File: config.mk
export PLATFORM = sky130hd
export DESIGN_NAME = register_file
export DESIGN_NICKNAME = d
export VERILOG_FILES = /design/src/rtl/register_file_pkg.sv /design/src/rtl/regfile_dump_ctrl.sv /design/src/rtl/register_file.sv
export SDC_FILE = /design/constraint.sdc
export NUM_CORES = 2
export LEC_CHECK = 0
export BUFFER_PORTS_ARGS = -buffer_cell sky130_fd_sc_hd__buf_2
export CAP_MARGIN = 5
export CORE_AREA = 2 2 525 318
export DETAILED_ROUTE_END_ITERATION = 16
export DIE_AREA = 0 0 527 320
export SYNTH_ARGS = -nofsm -noshare
export SYNTH_HDL_FRONTEND = slang
export SYNTH_SLANG_ARGS = --single-unit
File: constraint.sdc
create_clock -name i_clock -period 2.8 [get_ports i_clock]
set_clock_uncertainty 0.1 [all_clocks]
set_input_delay 0.14 -clock i_clock [delete_from_list [all_inputs] [get_ports i_clock]]
set_output_delay 0.14 -clock i_clock [all_outputs]
set_load 0.01 [all_outputs]
File: src/rtl/register_file_pkg.sv
// Shared widths, dump-sequencer state encoding and helpers for the MIPS register file.
package register_file_pkg;

  localparam int unsigned NB_DATA = 32;
  localparam int unsigned NB_REG  = 5;
  localparam int unsigned N_REGS  = 2 ** NB_REG;

  typedef enum logic [1:0] {
    DumpIdle = 2'b00,
    DumpSend = 2'b01,
    DumpDone = 2'b10
  } dump_state_e;

  function automatic logic is_last_index(input logic [NB_REG-1:0] idx);
    return idx == NB_REG'(N_REGS - 1);
  endfunction

endpackage

File: src/rtl/regfile_dump_ctrl.sv
// Dump sequencer: walks register indices 0..N_REGS-1 under a valid/ready handshake and tells
// the storage owner when and which word to load into the dump output register.
module regfile_dump_ctrl
  import register_file_pkg::*;
(
  input  logic              i_clock,
  input  logic              i_reset_n,
  input  logic              i_dump_start,
  input  logic              i_dump_ready,
  output logic              o_dump_valid,
  output logic              o_dump_busy,
  output logic              o_dump_done,
  output logic [NB_REG-1:0] o_dump_index,
  output logic              o_load_en,
  output logic [NB_REG-1:0] o_load_index
);

  dump_state_e       state_q, state_d;
  logic [NB_REG-1:0] index_q, index_d;

  always_ff @(posedge i_clock or negedge i_reset_n) begin
    if (!i_reset_n) begin
      state_q <= DumpIdle;
      index_q <= '0;
    end else begin
      state_q <= state_d;
      index_q <= index_d;
    end
  end

  always_comb begin
    state_d      = state_q;
    index_d      = index_q;
    o_load_en    = 1'b0;
    o_load_index = index_q + NB_REG'(1);

    unique case (state_q)
      DumpIdle: begin
        if (i_dump_start) begin
          state_d      = DumpSend;
          index_d      = '0;
          o_load_en    = 1'b1;
          o_load_index = '0;
        end
      end
      DumpSend: begin
        // valid is implied in this state, so ready alone completes the handshake
        if (i_dump_ready) begin
          if (is_last_index(index_q)) begin
            state_d = DumpDone;
          end else begin
            index_d   = index_q + NB_REG'(1);
            o_load_en = 1'b1;
          end
        end
      end
      DumpDone: begin
        state_d = DumpIdle;
        index_d = '0;
      end
      default: begin
        state_d = DumpIdle;
        index_d = '0;
      end
    endcase
  end

  assign o_dump_valid = (state_q == DumpSend);
  assign o_dump_done  = (state_q == DumpDone);
  assign o_dump_busy  = (state_q != DumpIdle);
  assign o_dump_index = index_q;

endmodule

File: src/rtl/register_file.sv
// 32 x 32-bit MIPS register file: one write port, two bypassed combinational read ports and a
// handshaked dump stream for the debug unit.
module register_file
  import register_file_pkg::*;
(
  input  logic               i_clock,
  input  logic               i_reset_n,
  input  logic               i_write_enable,
  input  logic [NB_REG-1:0]  i_write_register,
  input  logic [NB_DATA-1:0] i_write_data,
  input  logic [NB_REG-1:0]  i_read_register_a,
  input  logic [NB_REG-1:0]  i_read_register_b,
  output logic [NB_DATA-1:0] o_data_a,
  output logic [NB_DATA-1:0] o_data_b,
  input  logic               i_dump_start,
  input  logic               i_dump_ready,
  output logic               o_dump_valid,
  output logic [NB_REG-1:0]  o_dump_index,
  output logic [NB_DATA-1:0] o_dump_data,
  output logic               o_dump_busy,
  output logic               o_dump_done
);

  logic [NB_DATA-1:0] regs_q [N_REGS];
  logic [NB_DATA-1:0] dump_data_q;
  logic               load_en;
  logic [NB_REG-1:0]  load_index;
  logic               write_hit;

  assign write_hit = i_write_enable && (i_write_register != '0);

  // r0 is never written, so it stays at its reset value of zero
  always_ff @(posedge i_clock or negedge i_reset_n) begin
    if (!i_reset_n) begin
      for (int i = 0; i < N_REGS; i++) begin
        regs_q[i] <= '0;
      end
    end else if (write_hit) begin
      regs_q[i_write_register] <= i_write_data;
    end
  end

  always_comb begin
    o_data_a = '0;
    if (i_read_register_a != '0) begin
      if (write_hit && (i_write_register == i_read_register_a)) begin
        o_data_a = i_write_data;
      end else begin
        o_data_a = regs_q[i_read_register_a];
      end
    end
  end

  always_comb begin
    o_data_b = '0;
    if (i_read_register_b != '0) begin
      if (write_hit && (i_write_register == i_read_register_b)) begin
        o_data_b = i_write_data;
      end else begin
        o_data_b = regs_q[i_read_register_b];
      end
    end
  end

  regfile_dump_ctrl u_dump_ctrl (
    .i_clock      (i_clock),
    .i_reset_n    (i_reset_n),
    .i_dump_start (i_dump_start),
    .i_dump_ready (i_dump_ready),
    .o_dump_valid (o_dump_valid),
    .o_dump_busy  (o_dump_busy),
    .o_dump_done  (o_dump_done),
    .o_dump_index (o_dump_index),
    .o_load_en    (load_en),
    .o_load_index (load_index)
  );

  // Samples storage, not the bypass path: a write on the loading edge is not captured
  always_ff @(posedge i_clock or negedge i_reset_n) begin
    if (!i_reset_n) begin
      dump_data_q <= '0;
    end else if (load_en) begin
      dump_data_q <= regs_q[load_index];
    end
  end

  assign o_dump_data = dump_data_q;

endmodule

* Word-level counts from Yosys, hierarchy flattened
Index checks and enable logic that the tools add are counted.
Widths: inputs -> output; s select.
** Storage, ports and cells
- Memory bits (writable) :: 0
- Input bits :: 52
- Bits in registers :: 1063
- Latch bits :: 0
- ROM bits :: 0
- Memories :: 0
** Operators by class
- Shift-type cells :: 0
- Div/mod/pow operators :: 0
- Reduce and logical (&&, ||, !) cells :: 11
- Muxes and demuxes :: 30
- Equal/unequal tests :: 9
- Order comparisons :: 5
- $mul :: 0
- Bitwise logic cells :: 4
- Add/sub/neg operators :: 1
** Operator list (count)
- $bwmux 1024 :: 1
- $bmux 32 s5 :: 3
- $mux 32 :: 11
- $demux 32 s5 :: 1
- $mux 5 :: 5
- $ge 6x6->1 const B :: 4
- $not 5->6 :: 4
- $reduce_bool 5->1 :: 3
- $eq 5x5->1 :: 2
- $pmux 5 s2 :: 1
- $lt 6x1->1 const B :: 1
- $mux 2 :: 3
- $ne 2x2->1 const B :: 3
- $reduce_and 3->1 :: 2
- $add 5x1->5 const B :: 1
- $eq 5x5->1 const B :: 1
- $logic_and 1x1->1 :: 4
- $pmux 2 s2 :: 1
- $mux 1 :: 3
- $eq 2x1->1 const B :: 1
- $eq 2x2->1 const B :: 1
- $logic_not 2->1 :: 1
- $ne 2x1->1 const B :: 1
- $pmux 1 s2 :: 1
- $reduce_bool 2->1 :: 1

* Logic depth before layout (Yosys ltp)
- Depth after elaboration :: 7
- Depth in mapped cells :: 11
- Mapped depth without buffers :: 9

* Hierarchy
A second synthesis with hierarchy kept.
** Second synthesis, totals
- Cell total of the unflattened synthesis :: 4432
- Area, all modules :: 64282.9 µm²
** By module, submodules not included
- register_file :: cells an instance 4392, area each 63876.3 µm², times used 1, seq. area each 26425.3 µm²
- regfile_dump_ctrl :: cells an instance 40, area each 406.6 µm², times used 1, seq. area each 175.2 µm²

* Worst setup path after synthesis
OpenSTA, ideal clock, no wires.
- Path type :: flip-flop to flip-flop
- Start point :: register u_dump_ctrl.index_q[0] (netlist: u_dump_ctrl.o_dump_index[0])
- End point :: register dump_data_q[30] (netlist: o_dump_data[30])
- Cell stages (with the launch flop) :: 12
- Data arrival time :: 2.462 ns
- Required time :: 2.577 ns
- Path slack :: 0.115 ns
- Buffers on the path :: 2
- Cell sequence :: dfrtp_1 ha_1 and3_1 ha_1 nor2b_1 mux2i_1 nor2_1 and2_1 buf_2 buf_1 o311ai_0 o221a_2
** Between the ends
- Cells in the longest elaborated chain, start to end :: 7
- Elaborated cells on any way between the ends :: 11
- Those cells by class :: add/sub: 1; eq/ne: 1; mux: 8; bitwise: 1
** Ends and longest elaborated chain
- start, declared :: RTL line regfile_dump_ctrl.sv:19 : logic [NB_REG-1:0] index_q, index_d;
- start signal, assigned :: RTL line regfile_dump_ctrl.sv:27 : index_q <= index_d;
- $add 5x1->5 :: RTL line regfile_dump_ctrl.sv:35 : o_load_index = index_q + NB_REG'(1);
- $mux 5 :: RTL line regfile_dump_ctrl.sv:39 : if (i_dump_start) begin
- $mux 5 :: RTL line regfile_dump_ctrl.sv:37 : unique case (state_q)
- $not 5->6 (not written as such) :: RTL line register_file.sv:83 : dump_data_q <= regs_q[load_index];
- $bmux 32 s5 :: RTL line register_file.sv:83
- $mux 32 (not written as such) (2 in a row) :: RTL line register_file.sv:83
- end signal, assigned :: RTL line register_file.sv:83
- end, declared :: RTL line register_file.sv:25 : logic [NB_DATA-1:0] dump_data_q;
Several ways; a longest one is shown, not always the timed one. The select of a mux whose other input is x is not followed.
A chain may end at the register's enable or synchronous reset.

* Worst setup path in the final report
- Start point :: register regs_q[6] (netlist bit)
- End point :: output o_data_a[6]
** Between the ends
- Cells in the longest elaborated chain, start to end :: 5
** Ends and longest elaborated chain
- start, declared :: RTL line register_file.sv:24 : logic [NB_DATA-1:0] regs_q [N_REGS];
- start signal, assigned by index :: RTL line register_file.sv:39 : regs_q[i_write_register] <= i_write_data;
- $bmux 32 s5 :: RTL line register_file.sv:49 : o_data_a = regs_q[i_read_register_a];
- $mux 32 (not written as such) (2 in a row) :: RTL line register_file.sv:49
- $mux 32 :: RTL line register_file.sv:46 : if (write_hit && (i_write_register == i_read_register_a)) begin
- $mux 32 :: RTL line register_file.sv:45 : if (i_read_register_a != '0) begin
- end, declared :: RTL line register_file.sv:13 : output logic [NB_DATA-1:0] o_data_a,
No other way between the ends. The select of a mux whose other input is x is not followed.

==> results_tabular.tex <==
\begin{tabular}{lr}
\hline
Metric & Value \\
\hline
\multicolumn{2}{l}{\textbf{Outcome}} \\
\quad Outcome & finished, violations left \\
\quad Violations in the final reports & negative setup slack \\
\multicolumn{2}{l}{\textbf{Clock network}} \\
\quad Number of clock buffers inserted by TritonCTS & $\sim$100 \\
\quad \# H-tree levels & 3 \\
\quad Clock latency on the worst-skew pair & 720 ps \\
\quad Clock transition at the registers of the reported paths & 70 ps \\
\quad TritonCTS clock tree & built \\
\quad Clock Tree Buf Depth & 3 \\
\quad Count of clock tree sinks & 1,063 \\
\quad Root cell of the clock tree & sky130\_fd\_sc\_hd\_\_clkbuf\_16 \\
\multicolumn{2}{l}{\textbf{Yosys}} \\
\quad Flip-flop and latch count after synthesis & 1,063 \\
\quad Count of synthesis-stage warnings from yosys & 0 \\
\quad Fraction of the yosys area taken by sequential cells & slightly above 40\% \\
\quad Post-synth EDFFs & 0 \\
\quad Synthesized netlist net count & between 4,000 and 5,000 \\
\quad Fraction of registers with async set/reset & 100\% \\
\quad Unique masters post-synth & 72 \\
\quad Post-Syn Area & 0.0652 mm² \\
\quad Gate Count Post-Synth & 4,726 \\
\quad Leading register cell type out of synthesis & sky130\_fd\_sc\_hd\_\_dfrtp\_1 \\
\quad Syn\_area\_per\_cell & 13.8 µm² \\
\multicolumn{2}{l}{\textbf{Critical path}} \\
\quad Critical Path Fanout Max & 4 \\
\quad Top delay family on crit path & multiplexers \\
\quad Worst path slowest cell & sky130\_fd\_sc\_hd\_\_mux4\_2 \\
\quad Critical Path, Cell by Cell & mux4\_2, mux4\_2, nand2\_1, nor2\_2, a221o\_1, buf\_6 \\
\quad Worst Path Required & 2560 ps \\
\quad Reg2Reg Capture Point & o\_dump\_data[14] \\
\quad FF-to-FF path depth & 10 \\
\quad Sum of buffers and inverters on the critical path & 1 \\
\quad Critical path's largest stage delay & 520 ps \\
\quad Register-to-register setup slack & $\sim$30 ps \\
\quad Capturing element type of the critical path & output pin \\
\quad R2R Path Start & u\_dump\_ctrl.o\_dump\_index[0] \\
\quad Critical Setup Path Class & register to output pin \\
\quad Data arrival time of the critical path & 2860 ps \\
\quad Startpoint kind of the worst setup timing path & register \\
\quad Crit-path most repeated cell & sky130\_fd\_sc\_hd\_\_mux4\_2 \\
\multicolumn{2}{l}{\textbf{Finish}} \\
\quad Top library cells by usage in the layout, fill and taps aside & 1,058 x sky130\_fd\_sc\_hd\_\_dfrtp\_1, 1,013 x sky130\_fd\_sc\_hd\_\_mux2\_2, 681 x sky130\_fd\_sc\_hd\_\_mux4\_2 \\
\quad Area of all placed cells without fillers & slightly below 0.08 mm² \\
\quad Area delta synth->final & 17.9\% \\
\quad Layout net count & 5,036 \\
\quad Commonest non-fill, non-tap cell in the layout & sky130\_fd\_sc\_hd\_\_dfrtp\_1 \\
\quad Area of combinational cells with multiple inputs & 0.0367 mm² \\
\quad Fill count & around 14,000 \\
\quad Area occupied by registers & 0.0266 mm² \\
\quad Non-filler instance count after layout & $\sim$7,200 \\
\quad Layout cell share with drive strength beyond 1 & 53.7\% \\
\multicolumn{2}{l}{\textbf{Worst hold path}} \\
\quad Worst Hold Class & primary input to register \\
\quad Worst min-delay path startpoint & i\_dump\_start \\
\quad Cell depth of the worst min-delay path & 5 \\
\quad Hold Path End & u\_dump\_ctrl.o\_dump\_index[4] \\
\multicolumn{2}{l}{\textbf{Global routing}} \\
\quad Wire length of the first global-routing pass & 378,000 µm \\
\quad GRT Resource Usage Total & slightly above 30\% \\
\quad Maximum number of pins on one net before global-route repair & 140 \\
\quad Number of antenna violations at the first check in global routing & 11 \\
\quad Via count of the first global-routing pass & 49,000 \\
\quad GR Overflow Total & 0 \\
\multicolumn{2}{l}{\textbf{Place}} \\
\quad DP HPWL & 169,000 µm \\
\quad Post-placement cell count & 6,863 \\
\quad Post-DP Area & 0.0714 mm² \\
\quad Minimum setup slack after placement & -22.2 ps \\
\quad Count of port buffers added during placement & 155 \\
\quad Final weighted congestion of routability-driven global placement & 0.903 \\
\multicolumn{2}{l}{\textbf{Pwr}} \\
\quad Leakage power summed over all cells & between 30 and 40 nW \\
\quad VDD IR-drop max & 0.714 mV \\
\quad Power per standard cell area & 824 mW/mm² \\
\quad Design Power & 63.3 mW \\
\multicolumn{2}{l}{\textbf{STA}} \\
\quad Setup WS post-layout & -300 ps \\
\quad Pins Over Slew Limit & 0 \\
\quad Setup repair after global routing missed its margin & yes \\
\quad Headroom to the max-slew limit & a little over a third \\
\quad Slew at the pin closest to its max-slew limit & roughly 950 ps \\
\quad Maximum achievable frequency & 323 MHz \\
\quad Time the worst path needs with I/O delays and setup & just over 3000 ps \\
\quad Sum of negative setup slack & -10,310 ps \\
\quad Number of hold-slack violations in the final timing report & 0 \\
\quad Share of the cycle needed by the critical path after routing & 111\% \\
\quad Number of failing setup endpoints in the final timing report & 63 \\
\multicolumn{2}{l}{\textbf{Route}} \\
\quad Remaining number of nets flagged by the antenna check after routing & 0 \\
\quad Initial DRC Count & about 7,000 \\
\quad Routed WL per cell & 36.9 µm \\
\quad DR vias/cell & 6.99 \\
\quad Remaining DRCs & 0 \\
\quad Routed Wire Length & 266,000 µm \\
\quad Number of iterations in the first detailed-routing pass & 7 \\
\quad Routed via count & $\sim$50,000 \\
\multicolumn{2}{l}{\textbf{Job}} \\
\quad MaxCap Viol Count & 0 \\
\multicolumn{2}{l}{\textbf{Floorplan}} \\
\quad Area enclosed by the die boundary & 0.169 mm² \\
\quad Die height & 320 µm \\
\quad Die outline width & around 530 µm \\
\quad \# rows & 115 \\
\quad Initial Utilization & 39.9\% \\
\quad Standard cell core area & 0.163 mm² \\
\quad Top-Level Pins & 156 \\
\hline
\end{tabular}
[how the worst max path moves through the flow]
stage / end / depth (start not counted) / startpoint
2_1_floorplan: o_dump_data[30] / 11 / u_dump_ctrl.o_dump_index[0]
3_3_place_gp: o_data_b[4] / 11 / i_read_register_b[0]
3_5_place_dp: o_dump_data[0] / 7 / u_dump_ctrl.o_dump_index[0]
4_1_cts: o_data_a[10] / 7 / regs_q[10]
5_1_grt: o_data_a[10] / 7 / regs_q[10]
6_report: o_data_a[6] / 6 / regs_q[6]
[worst reg2reg max path, stage by stage (launching register included)]
cell and delay (ps):
sky130_fd_sc_hd__dfrtp_4 510, sky130_fd_sc_hd__ha_4 280, sky130_fd_sc_hd__buf_2 180, sky130_fd_sc_hd__o21ai_4 180, sky130_fd_sc_hd__buf_12 210, sky130_fd_sc_hd__buf_4 160
sky130_fd_sc_hd__buf_6 180, sky130_fd_sc_hd__and2_1 150, sky130_fd_sc_hd__o221ai_1 180, sky130_fd_sc_hd__o311a_1 200, sky130_fd_sc_hd__a2111oi_2 320
[metal layers]
layer	track usage, %	vias up	routed length (µm)
met1	44.8	26600	109000
met5	0	-	27
met3	13.2	652	40300
li1	-	19200	-
met2	41.3	4055	107000
met4	10.6	4	10300
[cells by family after synthesis]
| family | count (synthesis) | share of synthesized area, % |
|---|---|---|
| buf+inv | 578 | 3.92 |
| xor+xnor | 14 | 0.211 |
| simple gates | 536 | 3.75 |
| mux | 1848 | 43.4 |
| fa+ha+maj | 2 | 0.0384 |
| compound gates | 685 | 7.89 |
| flops | 1063 | 40.8 |
[synthesized netlist by cell type (33+ instances only)]
master                        n  area share (%)
sky130_fd_sc_hd__a211oi_1    34            0.39
sky130_fd_sc_hd__a21oi_1    119            0.91
sky130_fd_sc_hd__a221o_1     71             1.1
sky130_fd_sc_hd__a221oi_1    36            0.48
sky130_fd_sc_hd__a22oi_1     33            0.38
sky130_fd_sc_hd__buf_1       83            0.48
sky130_fd_sc_hd__buf_2      172             1.3
sky130_fd_sc_hd__clkbuf_1   282             1.6
sky130_fd_sc_hd__dfrtp_1   1063              41
sky130_fd_sc_hd__mux2_2    1020              18
sky130_fd_sc_hd__mux2i_1    147             2.3
sky130_fd_sc_hd__mux4_2     681              24
sky130_fd_sc_hd__nand2_1    198             1.1
sky130_fd_sc_hd__nand3_1     34            0.26
sky130_fd_sc_hd__nor2_1     153            0.88
sky130_fd_sc_hd__nor2b_1     61            0.59
sky130_fd_sc_hd__o21ai_0    115            0.88
sky130_fd_sc_hd__o22ai_1     33            0.32
[state kept, by name, summed over array words and instances, names as in the netlist]
name                      cells
regs_q                     1024
u_dump_ctrl.o_dump_index      5
u_dump_ctrl.state_q           2
o_dump_data                  32
[per-stage QoR]
| stage | utilization [%] | hold WS [ps] |
|---|---|---|
| after global placement | 43.7 | -20.2 |
| after detailed placement | 43.7 | -20.9 |
| after global routing | 47.0 | 30.1 |
| after CTS | 46.6 | 2.10 |
| final | 47.0 | 8.08 |
| after floorplan | - | -256 |
[area by class of cell]
type | instances | share of cell area [%]
multi-input combinational | 3085 | 47.8
clock inverter | 29 | 0.519
tap | 2164 | 3.52
clock buffer | 157 | 4.05
timing repair buffer | 720 | 9.45
sequential | 1063 | 34.6
antenna | 1 | 0.00326
inverter | 8 | 0.0488
[report_power, final]
group | internal, mW | switching [mW] | leakage (nW)
Combinational | 12.8 | 13.6 | 17.0
Sequential | 18.4 | 3.47 | 13.6
Clock | 8.32 | 6.67 | 1.71
Total | 39.6 | 23.8 | 32.3
[timing repair]
| item | in CTS | in global routing |
|---|---|---|
| setup endpoints to repair | 66 | 87 |
| setup buffers | 88 | 58 |
| hold buffers | 32 | 0 |
| cloned | 0 | 2 |
| gates resized for setup | 73 | 64 |
| pin swaps | 28 | 20 |
| endpoints found under the hold margin | 1720 | 0 |
No activity file was read; power rests on OpenSTA's default activity.
